### src/rtl/dco_freq_meter_if.sv
// Measurement request/result bundle for dco_freq_meter.
// master: the meter (takes requests, produces results); slave: the controller/consumer.
interface dco_freq_meter_if #(
  parameter int unsigned GATE_W = 16,
  parameter int unsigned CNT_W  = 12,
  parameter int unsigned HP_W   = 8
) ();
  logic [GATE_W-1:0] gate_len;
  logic              start;
  logic              busy;
  logic              meas_valid;
  logic              meas_ready;
  logic [CNT_W-1:0]  meas_count;
  logic              meas_ovf;
  logic [HP_W-1:0]   hp_min;
  logic [HP_W-1:0]   hp_max;

  modport master (
    input  gate_len, start, meas_ready,
    output busy, meas_valid, meas_count, meas_ovf, hp_min, hp_max
  );

  modport slave (
    output gate_len, start, meas_ready,
    input  busy, meas_valid, meas_count, meas_ovf, hp_min, hp_max
  );
endinterface

### src/rtl/dco_freq_meter.sv
// dco_freq_meter: counts DCO rising edges over a gate window of clk cycles and
// offers the count on a valid/ready result port.
// Optional min/max half-period tracking: define DCO_FMETER_HALFPERIOD_EN.
module dco_freq_meter #(
  parameter int unsigned GATE_W = 16,
  parameter int unsigned CNT_W  = 12,
  parameter int unsigned HP_W   = 8
) (
  input logic              i_clk,
  input logic              i_rst,
  input logic              i_dco_in,
  dco_freq_meter_if.master meas
);

  typedef enum logic [1:0] {StIdle, StGate, StDone} state_e;

  state_e            r_state, w_state_next;
  logic              r_sync1, r_sync2, r_prev;
  logic              w_rise;
  logic              w_start_acc;
  logic [GATE_W-1:0] r_gate_cnt;
  logic [CNT_W-1:0]  r_count;
  logic              r_ovf;

  assign w_rise      = r_sync2 & ~r_prev;
  assign w_start_acc = (r_state == StIdle) && meas.start;

  // Two-flop synchronizer plus previous-value flop for edge detection
  always_ff @(posedge i_clk) begin
    if (i_rst) begin
      r_sync1 <= 1'b0;
      r_sync2 <= 1'b0;
      r_prev  <= 1'b0;
    end else begin
      r_sync1 <= i_dco_in;
      r_sync2 <= r_sync1;
      r_prev  <= r_sync2;
    end
  end

  // FSM state register
  always_ff @(posedge i_clk) begin
    if (i_rst) r_state <= StIdle;
    else       r_state <= w_state_next;
  end

  // FSM next-state logic
  always_comb begin
    w_state_next = r_state;
    unique case (r_state)
      StIdle:  if (meas.start) w_state_next = StGate;
      StGate:  if (r_gate_cnt == GATE_W'(1)) w_state_next = StDone;
      StDone:  if (meas.meas_ready) w_state_next = StIdle;
      default: w_state_next = StIdle;
    endcase
  end

  // FSM outputs, decoded from the state register only
  always_comb begin
    meas.busy       = 1'b0;
    meas.meas_valid = 1'b0;
    unique case (r_state)
      StGate:  meas.busy = 1'b1;
      StDone: begin
        meas.busy       = 1'b1;
        meas.meas_valid = 1'b1;
      end
      default: ;
    endcase
  end

  // Gate window counter; a zero length still yields one gate cycle
  always_ff @(posedge i_clk) begin
    if (i_rst) begin
      r_gate_cnt <= '0;
    end else if (w_start_acc) begin
      r_gate_cnt <= (meas.gate_len == '0) ? GATE_W'(1) : meas.gate_len;
    end else if (r_state == StGate) begin
      r_gate_cnt <= r_gate_cnt - GATE_W'(1);
    end
  end

  // Saturating rising-edge counter with sticky overflow flag
  always_ff @(posedge i_clk) begin
    if (i_rst || w_start_acc) begin
      r_count <= '0;
      r_ovf   <= 1'b0;
    end else if ((r_state == StGate) && w_rise) begin
      if (&r_count) r_ovf   <= 1'b1;
      else          r_count <= r_count + CNT_W'(1);
    end
  end

  assign meas.meas_count = r_count;
  assign meas.meas_ovf   = r_ovf;

`ifdef DCO_FMETER_HALFPERIOD_EN
  logic            w_edge;
  logic            r_hp_armed;
  logic [HP_W-1:0] r_hp_cnt, r_hp_min, r_hp_max;

  assign w_edge = r_sync2 ^ r_prev;

  // Half-period tracker: the first edge only arms the counter, so the partial
  // interval before it is dropped; the interval open at gate end never lands.
  always_ff @(posedge i_clk) begin
    if (i_rst || w_start_acc) begin
      r_hp_armed <= 1'b0;
      r_hp_cnt   <= '0;
      r_hp_min   <= '1;
      r_hp_max   <= '0;
    end else if (r_state == StGate) begin
      if (w_edge) begin
        if (r_hp_armed) begin
          if (r_hp_cnt < r_hp_min) r_hp_min <= r_hp_cnt;
          if (r_hp_cnt > r_hp_max) r_hp_max <= r_hp_cnt;
        end
        r_hp_armed <= 1'b1;
        r_hp_cnt   <= HP_W'(1);
      end else if (r_hp_armed && !(&r_hp_cnt)) begin
        r_hp_cnt <= r_hp_cnt + HP_W'(1);
      end
    end
  end

  assign meas.hp_min = r_hp_min;
  assign meas.hp_max = r_hp_max;
`else
  assign meas.hp_min = {HP_W{1'b1}};
  assign meas.hp_max = {HP_W{1'b0}};
`endif

endmodule

### src/flat_wrapper.sv
// flat-port wrapper written by rule: the top's interface ports become plain ports
module dco_freq_meter_flat 
#(
  parameter int unsigned GATE_W = 16,
  parameter int unsigned CNT_W  = 12,
  parameter int unsigned HP_W   = 8
)
  (i_clk, i_rst, i_dco_in, meas_gate_len, meas_start, meas_meas_ready, meas_busy, meas_meas_valid, meas_meas_count, meas_meas_ovf, meas_hp_min, meas_hp_max);
  dco_freq_meter_if #(.GATE_W(GATE_W), .CNT_W(CNT_W), .HP_W(HP_W)) meas_i ();
  input logic i_clk;
  input logic i_rst;
  input logic i_dco_in;
  input wire logic [$bits(meas_i.gate_len)-1:0] meas_gate_len;
  input wire logic [$bits(meas_i.start)-1:0] meas_start;
  input wire logic [$bits(meas_i.meas_ready)-1:0] meas_meas_ready;
  output wire logic [$bits(meas_i.busy)-1:0] meas_busy;
  output wire logic [$bits(meas_i.meas_valid)-1:0] meas_meas_valid;
  output wire logic [$bits(meas_i.meas_count)-1:0] meas_meas_count;
  output wire logic [$bits(meas_i.meas_ovf)-1:0] meas_meas_ovf;
  output wire logic [$bits(meas_i.hp_min)-1:0] meas_hp_min;
  output wire logic [$bits(meas_i.hp_max)-1:0] meas_hp_max;
  assign meas_i.gate_len = meas_gate_len;
  assign meas_i.start = meas_start;
  assign meas_i.meas_ready = meas_meas_ready;
  assign meas_busy = meas_i.busy;
  assign meas_meas_valid = meas_i.meas_valid;
  assign meas_meas_count = meas_i.meas_count;
  assign meas_meas_ovf = meas_i.meas_ovf;
  assign meas_hp_min = meas_i.hp_min;
  assign meas_hp_max = meas_i.hp_max;
  dco_freq_meter #(.GATE_W(GATE_W), .CNT_W(CNT_W), .HP_W(HP_W)) u_core (.i_clk(i_clk), .i_rst(i_rst), .i_dco_in(i_dco_in), .meas(meas_i));
endmodule
### config.mk
export PLATFORM = sky130hd
export DESIGN_NAME = dco_freq_meter_flat
export DESIGN_NICKNAME = d
export VERILOG_FILES = /design/src/rtl/dco_freq_meter_if.sv /design/src/rtl/dco_freq_meter.sv /design/src/flat_wrapper.sv
export SDC_FILE = /design/constraint.sdc
export NUM_CORES = 1
export LEC_CHECK = 0
export ABC_AREA = 0
export CAP_MARGIN = 20
export CORE_ASPECT_RATIO = 0.75
export CORE_MARGIN = 8
export CORE_UTILIZATION = 48
export CTS_BUF_LIST = sky130_fd_sc_hd__clkbuf_16
export DETAILED_ROUTE_END_ITERATION = 7
export MAX_ROUTING_LAYER = met4
export PLACE_DENSITY = 0.79
export SLEW_MARGIN = 20
export SYNTH_ARGS = -nofsm -noshare
export SYNTH_HDL_FRONTEND = slang
export SYNTH_SLANG_ARGS = --single-unit
export TNS_END_PERCENT = 1
### constraint.sdc
create_clock -name i_clk -period 3.2 [get_ports i_clk]
set_input_delay 0.32 -clock i_clk [delete_from_list [all_inputs] [get_ports i_clk]]
set_output_delay 0.32 -clock i_clk [all_outputs]
set_load 0.02 [all_outputs]
==> flow_summary.ini, run 1 <==
[status]
outcome = completed

[yosys]
netlist_area_um2 = 1942
synth_sequential_area_ratio = 0.3505
yosysWarnings = 0
post_synth_inst_count = 223
synth_cell_type_count = 42
ys_ff_latch = 34
syn_area_per_cell_um2 = 8.708

[global_route]
grt_antenna_before_repair = 0
grt_util_met3 = 0.04398
gr-usage-met1 = 0.2088
grt_overflow_total = 0
wire_length_of_the_first_global_routing_pass_um = 7714
largest_net_degree_at_the_start_of_global_routing = 20
grtUsageTotal = 0.1597
grt.busiest_layer = met2
first_global_vias = 1616
gr-usage-met2 = 0.2207

[floorplan]
die-area_um2 = 6358
die_height_um = 71.09
dieWidth_um = 89.45
placeableCoreArea_um2 = 3979
floorplan.initialDensity = 0.4881
io_pins = 52
placement_rows = 20

[placed_design]
finalWeightedCongestion = 0.8037
post_placement_setup_slack_ns = 0.5893
place.port_buffers = 35
detailed_place.area_um2 = 2256
detailed_place_hpwl_um = 3404

[cts]
numCtsBuffers = 5
cts_resized = 0
htree_levels = 2
path_clk_slew_ns = 0.05
cts_sinks = 34
tritoncts = built
clockRootBuffer = sky130_fd_sc_hd__clkbuf_16
cts-hold-fix-buffers = 0
postCtsSetupRepairBufs = 0
clock_insertion_delay_worst_skew_ns = 0.27
cts_max_path_buffers = 2

[hold_path]
worstHoldPathType = flop to flop
hold_path.startpoint = u_core.r_sync1$_SDFF_PP0_
hold_path_end = u_core.r_sync2$_SDFF_PP0_
hold_path_depth = 1

[layout]
final_cell_area_um2 = 2394
post_route_cells_drive_above_1_share = 0.05405
diodes = 0
final_net_count = 287
synthesis_to_finish_area_growth_pct = 23.26

[sta]
finalHoldViolCount = 0
grt_setup_unrepaired = no
setup_total_negative_slack_ns = 0
maxSlewHeadroom = 0.3987
final_min_period_over_clock_period = 0.8535
report.final.slew_viol_count = 0
hold_slack_ns = 0.4448
clock-skew-final_ns = 0.004721
worst_slew_pin_slew_ns = 0.8894
report.final.setup_viol = 0
period_needed_ns = 2.731
setup_slack_ns = 0.4688
maxClockFrequency_mhz = 366.1

[detailed_routing]
drt-wirelength-per-cell_um = 14.35
drt_iter0_drc = 133
dr_total_vias = 1727
routed_via_density = 5.500
ant_nets = 0
drcViolationCount = 0
drtPass1Iterations = 4
routed_wirelength_um = 4507

[critical_path]
rr_worst_depth = 6
setup.worst_path.end_class = flop
startpoint_type_of_the_worst_setup_path = flop
reg2reg_to = u_core.r_gate_cnt[11]$_SDFFE_PP0P_
critical_path_required_ns = 3.38
path_class = flop to flop
rr_startpoint = u_core.r_state[1]$_SDFFE_PP0P_
r2r_setup_slack_ns = 0.47
worst_ep_arrival_time_ns = 2.91
crit_fanout = 11

[flow_run]
max-cap-violations = 0

[power_and_ir_drop]
power_per_cell_area_nw_per_um2 = 657.0
cellLeakagePower_nw = 0.8155
ir_worst_vdd_v = 0.0004421
where the power goes:
| group | total [W] | internal, W | switching (W) |
|---|---|---|---|
| combinational | 0.000548 | 0.000237 | 0.000311 |
| sequential | 0.000582 | 0.000499 | 0.0000830 |
| clock | 0.000443 | 0.000280 | 0.000163 |
critical path, cell delays in order (launching register included):
cell                       delay [ns]
sky130_fd_sc_hd__dfxtp_1         0.32
sky130_fd_sc_hd__inv_1           0.12
sky130_fd_sc_hd__ha_1            0.39
sky130_fd_sc_hd__nor4b_1         0.77
sky130_fd_sc_hd__nand2_1         0.30
sky130_fd_sc_hd__or4_1           0.47
sky130_fd_sc_hd__a311oi_1        0.26
per-layer routing:
layer | vias up | wire (µm)
met4 | 0 | 82
met3 | 7 | 298
met2 | 55 | 1946
li1 | 878 | -
met5 | - | 0
met1 | 787 | 2181
kinds of logic after synthesis:
family	after synthesis	synth area share
flip-flops	34	0.3505
AND/OR/NAND/NOR	79	0.2313
adder cells (fa/ha/maj)	8	0.05155
XOR/XNOR	11	0.04961
other	2	0.003867
AO/OA/AOI/OAI	57	0.2068
buffers and inverters	32	0.1063
synth_stat cells, drive strengths merged:
master  number  area [µm²]
or3b         1       8.760
nor4         5       31.28
nor2        20       75.07
a21oi       12       60.06
and3b        1       8.760
or4b         1       10.01
nand3b       1       7.510
nand3       10       50.05
o22ai        1       6.260
ha           8       100.1
conb         2       7.510
xor2         6       52.55
or2          1       6.260
or3          9       56.30
nor4b        2       17.52
or4          8       67.56
nand2b       2       12.51
o41a         1       12.51
dfxtp       34       680.7
a311oi       5       43.79
o311ai       4       35.03
nand2        7       26.28
or4bb        1       11.26
nor3         4       20.02
inv          9       33.78
o41ai        5       43.79
and4         1       8.760
nand4        2       12.51
nor2b        3       18.77
a211oi      11       82.58
buf         19       147.6
o31ai        4       30.03
clkbuf       4       25.02
o211ai       3       22.52
o21ai        9       45.04
a2111o       1       11.26
xnor2        5       43.79
o22a         1       8.760
area by class of cell:
class,instances,area [µm²]
Timing Repair Buffer,37,365.4
Fill cell,350,1585
Sequential cell,34,680.7
Clock buffer,5,125.1
Multi-Input combinational cell,171,1107
Inverter,9,33.78
Clock inverter,3,12.51
Tap cell,55,68.82
flip-flops by register name (all words and copies together), names as in the netlist:
register,count
u_core.meas.meas_count,12
u_core.meas.meas_ovf,1
u_core.r_gate_cnt,16
u_core.r_prev,1
u_core.r_state,2
u_core.r_sync1,1
u_core.r_sync2,1
layout by cell type, fill, tap and decap left out, drive strengths merged, types with 9 or more instances in the layout:
cell type and n:
nand3 10, a211oi 11, o21ai 9, or3 9, dfxtp 34, a21oi 12, conb 16, clkdlybuf4s50 35
inv 10, nor2 20
how the worst max path moves through the flow:
stage | start | end | cells after the start
floorplan | u_core.r_gate_cnt[0]$_SDFFE_PP0P_ | u_core.r_gate_cnt[12]$_SDFFE_PP0P_ | 6
global placement | u_core.r_state[1]$_SDFFE_PP0P_ | u_core.r_gate_cnt[12]$_SDFFE_PP0P_ | 6
detailed placement | u_core.r_state[1]$_SDFFE_PP0P_ | u_core.r_gate_cnt[11]$_SDFFE_PP0P_ | 6
CTS | u_core.r_state[1]$_SDFFE_PP0P_ | u_core.r_gate_cnt[11]$_SDFFE_PP0P_ | 6
global route | u_core.r_state[1]$_SDFFE_PP0P_ | u_core.r_gate_cnt[13]$_SDFFE_PP0P_ | 6
finish | u_core.r_state[1]$_SDFFE_PP0P_ | u_core.r_gate_cnt[11]$_SDFFE_PP0P_ | 6
per-stage QoR:
stage | std cells | utilization | total power, W
final | 314 | 0.6016 | 0.001573
after global routing | 314 | 0.6016 | 0.001678
after CTS | 314 | 0.6016 | 0.001582
after detailed placement | 306 | 0.5670 | 0.001124
after global placement | 306 | 0.5670 | 0.001115
after floorplan | 237 | - | 0.001011
(Power assumes the default switching activity.)
==> run 2: changes to the inputs <==
--- a/config.mk
+++ b/config.mk
@@ -6,7 +6,6 @@
 export NUM_CORES = 1
 export LEC_CHECK = 0
 export ABC_AREA = 0
-export CAP_MARGIN = 20
 export CORE_ASPECT_RATIO = 0.75
 export CORE_MARGIN = 8
 export CORE_UTILIZATION = 48
==> results of run 2 <==
Same layout as run 1: the final DEF is identical, and so are final timing and power.
==> run 3: changes to the inputs <==
--- a/config.mk
+++ b/config.mk
@@ -12,7 +12,8 @@
 export CTS_BUF_LIST = sky130_fd_sc_hd__clkbuf_16
 export DETAILED_ROUTE_END_ITERATION = 7
 export MAX_ROUTING_LAYER = met4
-export PLACE_DENSITY = 0.79
+export PLACE_DENSITY = 0.83
+export SKIP_CTS_REPAIR_TIMING = 1
 export SLEW_MARGIN = 20
 export SYNTH_ARGS = -nofsm -noshare
 export SYNTH_HDL_FRONTEND = slang
==> run 3 against run 2 <==
Core utilization is the same; non-clock buffer count unchanged; global-route usage grew 0.17 points; critical path type unchanged; combinational power up 1%; count of clock-buffer cells in the layout is the same; via count increased by 3.5%; critical endpoint is now u_core.r_gate_cnt[12]$_SDFFE_PP0P_; power grew 1.3%; final cell count did not move; sequential cell count is the same; setup slack better by 0.17 ns.
==> flow_summary.ini, run 3 (same netlist as run 1, synthesis figures left out) <==
[hold_path]
hold_path.startpoint = u_core.r_sync1$_SDFF_PP0_
hold_path_depth = 1
hold_path_end = u_core.r_sync2$_SDFF_PP0_
worstHoldPathType = flop to flop

[floorplan]
dieWidth_um = 89.45
placeableCoreArea_um2 = 3979
die_height_um = 71.09
floorplan.initialDensity = 0.4881
io_pins = 52
die-area_um2 = 6358
placement_rows = 20

[layout]
fin_util = 0.6016
layout_common_cells = 35 x sky130_fd_sc_hd__clkdlybuf4s50_1, 34 x sky130_fd_sc_hd__dfxtp_1, 20 x sky130_fd_sc_hd__nor2_1, 16 x sky130_fd_sc_hd__conb_1, 12 x sky130_fd_sc_hd__a21oi_1
register_with_the_most_flip_flops = u_core.r_gate_cnt
mostFrequentLayoutCell = sky130_fd_sc_hd__clkdlybuf4s50_1
final_net_count = 287
synthesis_to_finish_area_growth_pct = 23.26
diodes = 0
number_of_flip_flops_under_the_largest_register_name = 16
post_route_cells_drive_above_1_share = 0.05405

[global_route]
grt_antenna_before_repair = 0
largest_net_degree_at_the_start_of_global_routing = 20
grtUsageTotal = 0.1614
grt_overflow_total = 0
first_global_vias = 1682
wire_length_of_the_first_global_routing_pass_um = 7866

[sta]
report.final.slew_viol_count = 0
finalHoldViolCount = 0
period_needed_ns = 2.566
maxSlewHeadroom = 0.5160
clock-skew-final_ns = 0.003632
worst_slew_pin_slew_ns = 0.7159
report.final.setup_viol = 0
setup_total_negative_slack_ns = 0
maxClockFrequency_mhz = 389.8
hold_slack_ns = 0.4375
final_min_period_over_clock_period = 0.8018
grt_setup_unrepaired = no

[cts]
clockRootBuffer = sky130_fd_sc_hd__clkbuf_16
numCtsBuffers = 5
tritoncts = built
path_clk_slew_ns = 0.05
cts_sinks = 34
clock_insertion_delay_worst_skew_ns = 0.28
htree_levels = 2
cts_max_path_buffers = 2

[critical_path]
startpoint_type_of_the_worst_setup_path = flop
cpMaxStageDelayCell = sky130_fd_sc_hd__or4bb_1
critPathMaxStageDelay_ns = 0.52
rr_startpoint = u_core.r_state[1]$_SDFFE_PP0P_
reg2reg_to = u_core.r_gate_cnt[12]$_SDFFE_PP0P_
crit_fanout = 11
critical_path_required_ns = 3.39
worst_ep_arrival_time_ns = 2.76
r2r_setup_slack_ns = 0.63
setup.worst_path.end_class = flop
path_class = flop to flop
crit_chain = inv_1 > ha_1 > or4bb_1 > or4_4 > or4_1 > a311oi_1
rr_worst_depth = 6

[power_and_ir_drop]
power_per_cell_area_nw_per_um2 = 665.4
cellLeakagePower_nw = 0.8155
ir_worst_vdd_v = 0.0003752

[placed_design]
detailed_place_hpwl_um = 3611
finalWeightedCongestion = 0.9035
place.port_buffers = 35

[flow_run]
max-cap-violations = 0

[detailed_routing]
dr_total_vias = 1787
routed_wirelength_um = 4759
drtPass1Iterations = 4
drt-wirelength-per-cell_um = 15.16
drt_iter0_drc = 92
routed_via_density = 5.691
drcViolationCount = 0
ant_nets = 0

[status]
outcome = completed
## run 3: power breakdown
group | switching (W) | total, W | internal (W)
registers | 0.0000874 | 0.000586 | 0.000499
clock network | 0.000171 | 0.000452 | 0.000281
logic | 0.000317 | 0.000555 | 0.000238
total | 0.000575 | 0.00159 | 0.00102
## run 3: how the worst max path moves through the flow
stage	from	end	slack (ns)
floorplan	u_core.r_gate_cnt[0]$_SDFFE_PP0P_	u_core.r_gate_cnt[12]$_SDFFE_PP0P_	0.95
global placement	u_core.r_state[1]$_SDFFE_PP0P_	u_core.r_gate_cnt[12]$_SDFFE_PP0P_	0.73
detailed placement	u_core.r_state[1]$_SDFFE_PP0P_	u_core.r_gate_cnt[12]$_SDFFE_PP0P_	0.65
CTS	u_core.r_state[1]$_SDFFE_PP0P_	u_core.r_gate_cnt[12]$_SDFFE_PP0P_	0.64
global route	u_core.r_state[1]$_SDFFE_PP0P_	u_core.r_gate_cnt[13]$_SDFFE_PP0P_	0.39
finish	u_core.r_state[1]$_SDFFE_PP0P_	u_core.r_gate_cnt[12]$_SDFFE_PP0P_	0.63
## run 3: worst max-delay path: cells and delay by family (launching register included)
kind / cells / cell delay [ns]
AO/OA/AOI/OAI: 1 / 0.25
AND/OR/NAND/NOR: 3 / 1.43
buffers and inverters: 1 / 0.12
adder cells (fa/ha/maj): 1 / 0.36
flip-flops: 1 / 0.31
## run 3: metrics by stage
| stage | instances | total power [W] | area (µm²) | setup WS [ns] |
|---|---|---|---|---|
| after floorplan | 237 | 0.001011 | 1994 | 0.9545 |
| after global placement | 306 | 0.001114 | 2256 | 0.7272 |
| after detailed placement | 306 | 0.001132 | 2256 | 0.6456 |
| after CTS | 314 | 0.001589 | 2394 | 0.6370 |
| after global routing | 314 | 0.001689 | 2394 | 0.3864 |
| final | 314 | 0.001593 | 2394 | 0.6343 |
## run 3: cell type report
class | instances | area, µm²
clock buffers | 5 | 125.1
clock inverters | 3 | 12.51
fillers | 361 | 1585
inverters | 9 | 33.78
multi-input cells | 171 | 1107
flip-flops and latches | 34 | 680.7
well taps | 55 | 68.82
repair buffers | 37 | 365.4
## run 3: layer usage
metal,track usage,vias to the layer above,share of wire
met5,-,-,0
met4,0.07353,0,0.021
met3,0.04282,11,0.062
met2,0.2322,52,0.44
met1,0.2046,843,0.48
li1,-,881,-
